### src/rtl/cache_line_refill_ctrl.sv
// Miss handler: optional ascending writeback of the dirty victim line, then line fetch into the fill port.
// Optional build macro CRITICAL_WORD_FIRST_EN starts the fetch at the missed word and wraps.
module cache_line_refill_ctrl #(
    parameter int ADDRESS_WIDTH = 32,
    parameter int DATA_WIDTH    = 32,
    parameter int OFFSET_WIDTH  = 6
) (
    input  logic                     clk,
    input  logic                     reset_n,
    input  logic                     miss_req,
    input  logic [ADDRESS_WIDTH-1:0] miss_addr,
    input  logic                     wb_dirty,
    input  logic [ADDRESS_WIDTH-1:0] wb_addr,
    output logic [OFFSET_WIDTH-1:0]  wb_idx,
    input  logic [DATA_WIDTH-1:0]    wb_data,
    output logic                     fill_we,
    output logic [OFFSET_WIDTH-1:0]  fill_idx,
    output logic [DATA_WIDTH-1:0]    fill_data,
    output logic                     busy,
    output logic                     done,
    output logic                     mem_req,
    output logic                     mem_we,
    output logic [ADDRESS_WIDTH-1:0] mem_addr,
    output logic [DATA_WIDTH-1:0]    mem_wdata,
    input  logic                     mem_ready,
    input  logic                     mem_rvalid,
    input  logic [DATA_WIDTH-1:0]    mem_rdata
);
    localparam int BASE_W = ADDRESS_WIDTH - OFFSET_WIDTH;
    localparam int WORDS  = 1 << OFFSET_WIDTH;
    localparam logic [OFFSET_WIDTH:0] LAST = (OFFSET_WIDTH+1)'(WORDS - 1);
    localparam logic [OFFSET_WIDTH:0] ONE  = (OFFSET_WIDTH+1)'(1);

    typedef enum logic [2:0] {IDLE, WB_REQ, RD_REQ, RD_WAIT, DONE} state_t;

    state_t                  state, state_nxt;
    logic [OFFSET_WIDTH:0]   cnt, cnt_nxt;
    logic [BASE_W-1:0]       miss_base, vict_base;
    logic [OFFSET_WIDTH-1:0] start_idx, start_nxt, rd_idx;
    logic                    unused_ok;

    assign unused_ok = ^{wb_addr[OFFSET_WIDTH-1:0], miss_addr[OFFSET_WIDTH-1:0]};
    assign rd_idx    = start_idx + cnt[OFFSET_WIDTH-1:0];

`ifdef CRITICAL_WORD_FIRST_EN
    assign start_nxt = miss_addr[OFFSET_WIDTH-1:0];
`else
    assign start_nxt = '0;
`endif

    always_ff @(posedge clk or negedge reset_n) begin
        if (!reset_n) begin
            state     <= IDLE;
            cnt       <= '0;
            miss_base <= '0;
            vict_base <= '0;
            start_idx <= '0;
            fill_we   <= 1'b0;
            fill_idx  <= '0;
            fill_data <= '0;
        end else begin
            state   <= state_nxt;
            cnt     <= cnt_nxt;
            fill_we <= 1'b0;
            if (state == IDLE && miss_req) begin
                miss_base <= miss_addr[ADDRESS_WIDTH-1:OFFSET_WIDTH];
                vict_base <= wb_addr[ADDRESS_WIDTH-1:OFFSET_WIDTH];
                start_idx <= start_nxt;
            end
            if (state == RD_WAIT && mem_rvalid) begin
                fill_we   <= 1'b1;
                fill_idx  <= rd_idx;
                fill_data <= mem_rdata;
            end
        end
    end

    // Request outputs depend only on state and registers, so they stay put until accepted.
    always_comb begin
        state_nxt = state;
        cnt_nxt   = cnt;
        busy      = 1'b1;
        done      = 1'b0;
        mem_req   = 1'b0;
        mem_we    = 1'b0;
        mem_addr  = '0;
        mem_wdata = '0;
        wb_idx    = '0;
        case (state)
            IDLE: begin
                busy = 1'b0;
                if (miss_req) begin
                    cnt_nxt   = '0;
                    state_nxt = wb_dirty ? WB_REQ : RD_REQ;
                end
            end
            WB_REQ: begin
                mem_req   = 1'b1;
                mem_we    = 1'b1;
                mem_addr  = {vict_base, cnt[OFFSET_WIDTH-1:0]};
                mem_wdata = wb_data;
                wb_idx    = cnt[OFFSET_WIDTH-1:0];
                if (mem_ready) begin
                    if (cnt == LAST) begin
                        cnt_nxt   = '0;
                        state_nxt = RD_REQ;
                    end else begin
                        cnt_nxt = cnt + ONE;
                    end
                end
            end
            RD_REQ: begin
                mem_req  = 1'b1;
                mem_addr = {miss_base, rd_idx};
                if (mem_ready) state_nxt = RD_WAIT;
            end
            RD_WAIT: begin
                if (mem_rvalid) begin
                    cnt_nxt   = cnt + ONE;
                    state_nxt = (cnt == LAST) ? DONE : RD_REQ;
                end
            end
            DONE: begin
                done      = 1'b1;
                state_nxt = IDLE;
            end
            default: state_nxt = IDLE;
        endcase
    end
endmodule

### config.mk
export PLATFORM = sky130hd
export DESIGN_NAME = cache_line_refill_ctrl
export DESIGN_NICKNAME = d
export VERILOG_FILES = /design/src/rtl/cache_line_refill_ctrl.sv
export SDC_FILE = /design/constraint.sdc
export NUM_CORES = 1
export LEC_CHECK = 0
export BUFFER_PORTS_ARGS = -buffer_cell sky130_fd_sc_hd__buf_2
export CORE_UTILIZATION = 49
export DETAILED_ROUTE_END_ITERATION = 10
export MAX_ROUTING_LAYER = met4
export PLACE_DENSITY = 0.84
export SLEW_MARGIN = 15
export SYNTH_ARGS = -nofsm -noshare
export SYNTH_HDL_FRONTEND = slang
export SYNTH_SLANG_ARGS = --single-unit
### constraint.sdc
create_clock -name clk -period 2.85 [get_ports clk]
set_input_delay 0.57 -clock clk [delete_from_list [all_inputs] [get_ports clk]]
set_output_delay 0.57 -clock clk [all_outputs]
set_load 0.02 [all_outputs]
Yosys cells after proc, flatten, opt, wreduce, memory -nomap -nowiden:

Cells that the tools add are included.

* register bits: 101
* memory bits (read-only): 0
* memories: 0
* latch bits: 0
* bits in writable memories: 0

* eq/ne operators: 10
* multipliers: 0
* shift operators: 0
* div/mod/pow operators: 0
* muxes and demuxes: 21
* add/subtract/negate cells: 1
* bitwise gates (word level): 0
* reduce and logical (&&, ||, !) cells: 7
* magnitude comparators: 0

Operator list (number)
* $pmux 32 s2: 1
* $mux 32: 1
* $mux 7: 4
* $pmux 7 s3: 1
* $mux 3: 6
* $pmux 3 s4: 1
* $ne 2x2->1 const B: 5
* $add 7x1->7 const B: 1
* $eq 7x6->1 const B: 1
* $eq 3x2->1 const B: 2
* $mux 6: 1
* $mux 1: 5
* $reduce_and 5->1: 1
* $reduce_and 4->1: 1
* $eq 3x1->1 const B: 1
* $eq 3x3->1 const B: 1
* $logic_not 3->1: 1
* $reduce_bool 3->1: 1
* $logic_and 1x1->1: 2
* $mux 2: 1
* $reduce_or 2->1: 1

Longest topological paths before layout:

Gate-level depths: netlist (run 1).

* depth after elaboration: 4
* depth in mapped cells: 6
* depth with buffers taken out: 5

Least setup slack after synthesis (run 1):

No wires, ideal clock.

* path type: reg-to-output
* from: register state[2]
* to: output port mem_wdata[10]
* stages on the path, launching flop included: 6
* slack: 0.866 ns
* data required time: 2.280 ns
* buffers on the path: 3
* arrival: 1.414 ns
* path through: dfrtp_1 buf_6 nor3b_1 buf_2 clkbuf_1 and2_1

* word-level cells in the longest chain between the ends: 2

Ends and longest elaborated chain
* start, declared: RTL line 36 `state_t state, state_nxt;`
* start signal, assigned: RTL line 62 `state <= state_nxt;`
* $eq 3x1->1: RTL line 89 `case (state)`
* $mux 32: RTL line 89
* end, declared: RTL line 24 `output logic [DATA_WIDTH-1:0] mem_wdata,`

Every way passes these cells.

Worst setup path in the final report (run 1):

* from: register state[0]
* to: output port mem_addr[10]

* word-level cells in the longest chain between the ends: 2
* elaborated cells between the ends (all ways): 3
* classes of those cells: 2 x eq/ne; 1 x mux

Ends and longest elaborated chain
* $eq 3x2->1 or $eq 3x1->1 (tied branches): RTL line 89
* $pmux 32 s2 *: RTL line 89
* end, declared: RTL line 23 `output logic [ADDRESS_WIDTH-1:0] mem_addr,`

Mark *: on every way between the ends. The rest lies on a longest branch, timed or not.

==> results of run 1 <==
==> final timing paths <==
kind	start	end	slack, ns	depth (start not counted)
min in group clk	mem_rdata[13]	fill_data[13]	0.40	3
hold reg to reg	fill_data[22]	fill_data[22]	0.48	2
hold / removal	reset_n	vict_base[25]	0.25	1
setup / recovery	state[0]	mem_addr[10]	0.25	6
max in group asynchronous	reset_n	vict_base[1]	1.89	2
setup reg to reg	state[0]	vict_base[21]	0.80	5
==> per-stage QoR <==
step | setup slack, ns | instances | util | cell area, sq um
finish | 0.2531 | 765 | 0.6779 | 6027
global route | 0.1331 | 765 | 0.6779 | 6027
CTS | 0.2233 | 764 | 0.6776 | 6025
detailed placement | 0.6246 | 748 | 0.6561 | 5833
global placement | 0.6684 | 748 | 0.6561 | 5833
floorplan | 0.8663 | 424 | - | 4596
==> cell type report <==
type	instances	area, sq um	area share
clock buffers	10	137.6	0.02284
well taps	108	135.1	0.02242
inverters	6	22.52	0.003737
clock inverters	6	53.80	0.008927
multi-input cells	290	1882	0.3122
diodes	1	2.502	0.0004152
flip-flops and latches	101	2527	0.4193
repair buffers	243	1266	0.2101
==> worst reg2reg max path: stages, from the launching register on <==
cell and delay (ns):
dfrtp_1 0.37, buf_4 0.18, or3_4 0.42, nor2_8 0.34, buf_12 0.26, mux2_2 0.37
==> power by group <==
| part | switching [mW] | internal [mW] |
|---|---|---|
| Combinational | 2.20 | 1.55 |
| Clock | 0.507 | 0.359 |
| Sequential | 0.405 | 2.11 |
| Total | 3.11 | 4.01 |
==> registers in the layout, summed over array words and instances, names as in the netlist <==
register,count
state,3
vict_base,26
fill_we,1
miss_base,26
cnt,7
fill_idx,6
fill_data,32
==> kinds of logic after synthesis <==
kind of cell / Yosys count / synth area share
buffers and inverters: 33 / 0.04165
and+or+nand+nor: 185 / 0.1906
DFF: 101 / 0.5500
AOI/OAI and AO/OA: 51 / 0.08549
muxes: 53 / 0.1296
adders and majority gates: 1 / 0.002722
==> metal layers <==
| layer | share of wire | track usage |
|---|---|---|
| met4 | 0.013 | 0.06889 |
| met3 | 0.063 | 0.04184 |
| met1 | 0.45 | 0.3005 |
| met2 | 0.47 | 0.3808 |
| met5 | 0 | - |
==> cell usage in the layout, fill, tap and decap left out, types with 2 or more instances in the layout <==
master and n:
a22o_1 26, o21ai_0 9, nand2_1 120, buf_4 8, nor2b_1 6, nor2_1 6, inv_6 3, and2_1 38
nand2b_1 2, buf_2 233, nand3_1 4, clkbuf_8 10, a21oi_1 4, a211o_1 2, dfrtp_1 101, mux2_2 52
buf_12 2, inv_1 6
==> impl_metrics.tcl, run 1 <==
set metrics [dict create \
    status "complete, no violations" \
    netlist_top_cells_count "nand2_1 (120), dfrtp_1 (101), mux2_2 (52)" \
    first_pass_iters 4 \
    cts_resized 0 \
    antenna_found_initial 1 \
    vias 3887 \
    p_per_area_nw_per_um2 1182 \
    crit_path_start_kind "flip-flop" \
    synth_edf_count 0 \
    grt_pass1_wl_microns 17670 \
    worstPathMaxFanout 34 \
    period_needed_ns 2.597 \
    tightest_slew_ns 0.6745 \
    initial_core_util 0.5169 \
    dieArea_sq_um 9770 \
    yosysWarnings 0 \
    synth_ff_type "dfrtp_1" \
    htreeDepth 3 \
    clock-sinks 101 \
    grt-ovfl-total 0 \
    cts_buffers 9 \
    slowest_delay_ns 0.33 \
    cts_setup_buffers 0 \
    synth_most_common_cell "nand2_1" \
    yosysTopAreaCell "dfrtp_1" \
    layout-drive-gt1-share 0.4817 \
    grt_start_max_net_pins 55 \
    core-area_sq_um 8891 \
    cts_buffer_depth 2 \
    p_leak_nw 3.228 \
    required_ns 2.28 \
    grt_util_all_layers 0.2340 \
    skew_ns 0.008341 \
    end_kind "primary output" \
    setup_violations 0 \
    cts_root_buf "clkbuf_8" \
    grt_pass1_vias 3799 \
    relSlewSlack 0.5503 \
    gp_congestion 0.8294 \
    slowest_stage "dfrtp_1" \
    arrival_ns 2.03 \
    syn2layout_area_growth_pct 31.15 \
    syn_area_per_cell_sq_um 10.84 \
    netlist_instances 424 \
    max_cap_violations 0 \
    drc_errors 0 \
    numPortBuffers 234 \
    cts_tree "built" \
    final-hold-violation-count 0 \
    drtAntennaViolNets 0 \
    final-max-slew-violation-count 0 \
    wl_per_cell_microns 14.24 \
    drt_iter0_drc 113 \
    crit_buf_inv 4 \
    fp.dieW_microns 98.85 \
    syn_nets 559 \
    wl_microns 10900 \
    rsz0062_at_grt "false" \
    ios 247 \
    peakVddDrop_uv 581.5 \
    seq_area_frac_synth 0.5500 \
    cp_common_cell "buf_4" \
    hold_path_class "input port to asynchronous set/reset pin" \
    hpwl_microns 8063 \
    crit_family "buffers and inverters" \
    clk_pin_slew_ns 0.10 \
    synth.distinct_cells 39 \
    rows 34 \
    power_mw 7.126 \
    worst_hold_slack_ns 0.2457 \
    syn-cell-area_sq_um 4596 \
    synth.top_cells.by_area "dfrtp_1 (55%), mux2_2 (13%), nand2_1 (9.8%), and2_1 (5.2%), a22o_1 (5.0%)" \
    final_nets 786 \
    ys_seq_elements 101 \
    fillers 680 \
    die_y_microns 98.85 \
    async_reset_ff_frac 1.000 \
    layout_worst_path_cycle_share 0.9112 \
    hold_buffers 0 \
    path_cells "buf_4, nor3b_2, buf_4, buf_4, a22o_1, buf_2" \
    fmax_mhz 385.1 \
    tns_ns 0 \
    synth_top_area_share 0.5500 \
    avgViaCountPerCell 5.081 \
    critPathKind "flip-flop to primary output" \
    clk_latency_ns 0.35 \
]
Note: power is estimated with default switching activity, not from simulation.
==> run 2, diff against run 1 <==
CORE_UTILIZATION = 50   (was 49)
CTS_BUF_LIST = sky130_fd_sc_hd__clkbuf_8   (was not set)
PLACE_DENSITY = 0.86   (was 0.84)
==> impl_metrics.tcl, run 2 (synthesized netlist as in run 1, its figures left out) <==
set metrics [dict create \
    most-common-layout-cells "buf_2 (233), nand2_1 (120), dfrtp_1 (100), mux2_2 (52), and2_1 (38)" \
    cts_buffer_depth 2 \
    core-area_sq_um 8806 \
    tns_ns 0 \
    final_nets 784 \
    p_leak_nw 3.207 \
    fp.dieW_microns 97.87 \
    cts_root_buf "clkbuf_8" \
    final_common_cell "buf_2" \
    initial_core_util 0.5219 \
    max_cap_violations 0 \
    layout-drive-gt1-share 0.4809 \
    grt_pass1_wl_microns 17780 \
    cts_tree "built" \
    reg.largest.list "fill_data (32), miss_base (26), vict_base (26)" \
    relSlewSlack 0.5683 \
    arrival_ns 1.98 \
    drt_iter0_drc 157 \
    worstPathMaxFanout 40 \
    clk_pin_slew_ns 0.09 \
    drtAntennaViolNets 0 \
    grt-ovfl-total 0 \
    clock-sinks 101 \
    largest_reg_flops 32 \
    vias 3835 \
    wl_per_cell_microns 14.31 \
    fmax_mhz 392.3 \
    crit_path_start_kind "flip-flop" \
    layout_worst_path_cycle_share 0.8944 \
    gp_congestion 0.8331 \
    avgViaCountPerCell 5.039 \
    grt_pass1_vias 3706 \
    violations "design-rule violations" \
    cts_setup_buffers 0 \
    dieArea_sq_um 9579 \
    setup_violations 0 \
    htreeDepth 3 \
    skew_ns 0.01257 \
    hpwl_microns 8031 \
    hold_path_class "input port to asynchronous set/reset pin" \
    power_mw 7.057 \
    grt_util_all_layers 0.2375 \
    drc_errors 14 \
    p_per_area_nw_per_um2 1177 \
    status "complete, but fails checks" \
    period_needed_ns 2.549 \
    critPathKind "flip-flop to primary output" \
    diodes 0 \
    numPortBuffers 234 \
    cts_buffers 9 \
    peakVddDrop_uv 599.3 \
    die_y_microns 97.87 \
    rows 34 \
    final-hold-violation-count 0 \
    required_ns 2.28 \
    end_kind "primary output" \
    wl_microns 10890 \
    grt_start_max_net_pins 52 \
    ios 247 \
    final-max-slew-violation-count 0 \
    clk_latency_ns 0.35 \
    regMostFlops "fill_data" \
    tightest_slew_ns 0.6476 \
    antenna_found_initial 0 \
    syn2layout_area_growth_pct 30.44 \
    rsz0062_at_grt "false" \
    first_pass_iters 7 \
]
-- run 2: cell count changes in the layout (fill, tap and decap cells not counted), sizes merged --
cell,previous run,this run
diode,1,0
inv,10,6
buf,243,241
clkinvlp,1,2
clkinv,1,3
-- run 2: final cells by class --
cell class                 instances  area (sq um)
sequential                       101          2529
timing repair buffer             241          1251
tap                              108         135.1
clock buffer                      10         137.6
inverter                           6         22.52
multi-input combinational        290          1882
clock inverter                     5         37.54
fill                             654          2811
-- run 2: timing repair --
item                                    CTS  global route
resized for setup                         0             1
endpoints found under the hold margin     0             0
endpoints found under the setup margin    0             1
hold buffers                              0             0
-- run 2: path summary, 6_finish.rpt --
kind / to / cells past startpoint / start / slack, ns
worst max-delay path: mem_addr[1] / 5 / state[0] / 0.30
worst min-delay path: vict_base[19] / 1 / reset_n / 0.23
worst max register to register: miss_base[17] / 4 / state[0] / 0.84
worst min register to register: fill_data[26] / 2 / fill_data[26] / 0.48
max in group asynchronous: state[0] / 2 / reset_n / 1.88
min in group clk: fill_data[11] / 3 / mem_rdata[11] / 0.40
-- run 2: power by group --
part | total [mW] | internal, mW | switching (mW)
sequential | 2.53 | 2.11 | 0.425
combinational | 3.71 | 1.53 | 2.19
clock | 0.809 | 0.338 | 0.471
total | 7.06 | 3.97 | 3.08
-- run 2: metal layers --
metal  track usage  vias to the layer above  routed length, microns
li1              -                     1864                       -
met1        0.3039                     1817                    4743
met2        0.3846                      145                    5309
met3       0.05011                        9                     749
met4       0.06410                        0                      87
met5             -                        -                       0
-- run 2: critical path, stage by stage (launching register included) --
cell	delay, ns
dfrtp_2	0.52
nor3b_2	0.20
buf_4	0.24
nor2_1	0.39
nor2b_1	0.11
buf_2	0.18
-- run 2: per-stage QoR --
| step | std cells | hold WS, ns | instance area (sq um) | worst slack (ns) | utilization |
|---|---|---|---|---|---|
| CTS | 761 | 0.2412 | 5993 | 0.1517 | 0.6806 |
| detailed placement | 746 | 0.4572 | 5818 | 0.5512 | 0.6607 |
| finish | 761 | 0.2258 | 5995 | 0.3010 | 0.6807 |
| global route | 761 | 0.2659 | 5995 | 0.1658 | 0.6807 |
| global placement | 746 | 0.4533 | 5818 | 0.6794 | 0.6607 |
| floorplan | 424 | 0.2744 | 4596 | 0.8663 | - |
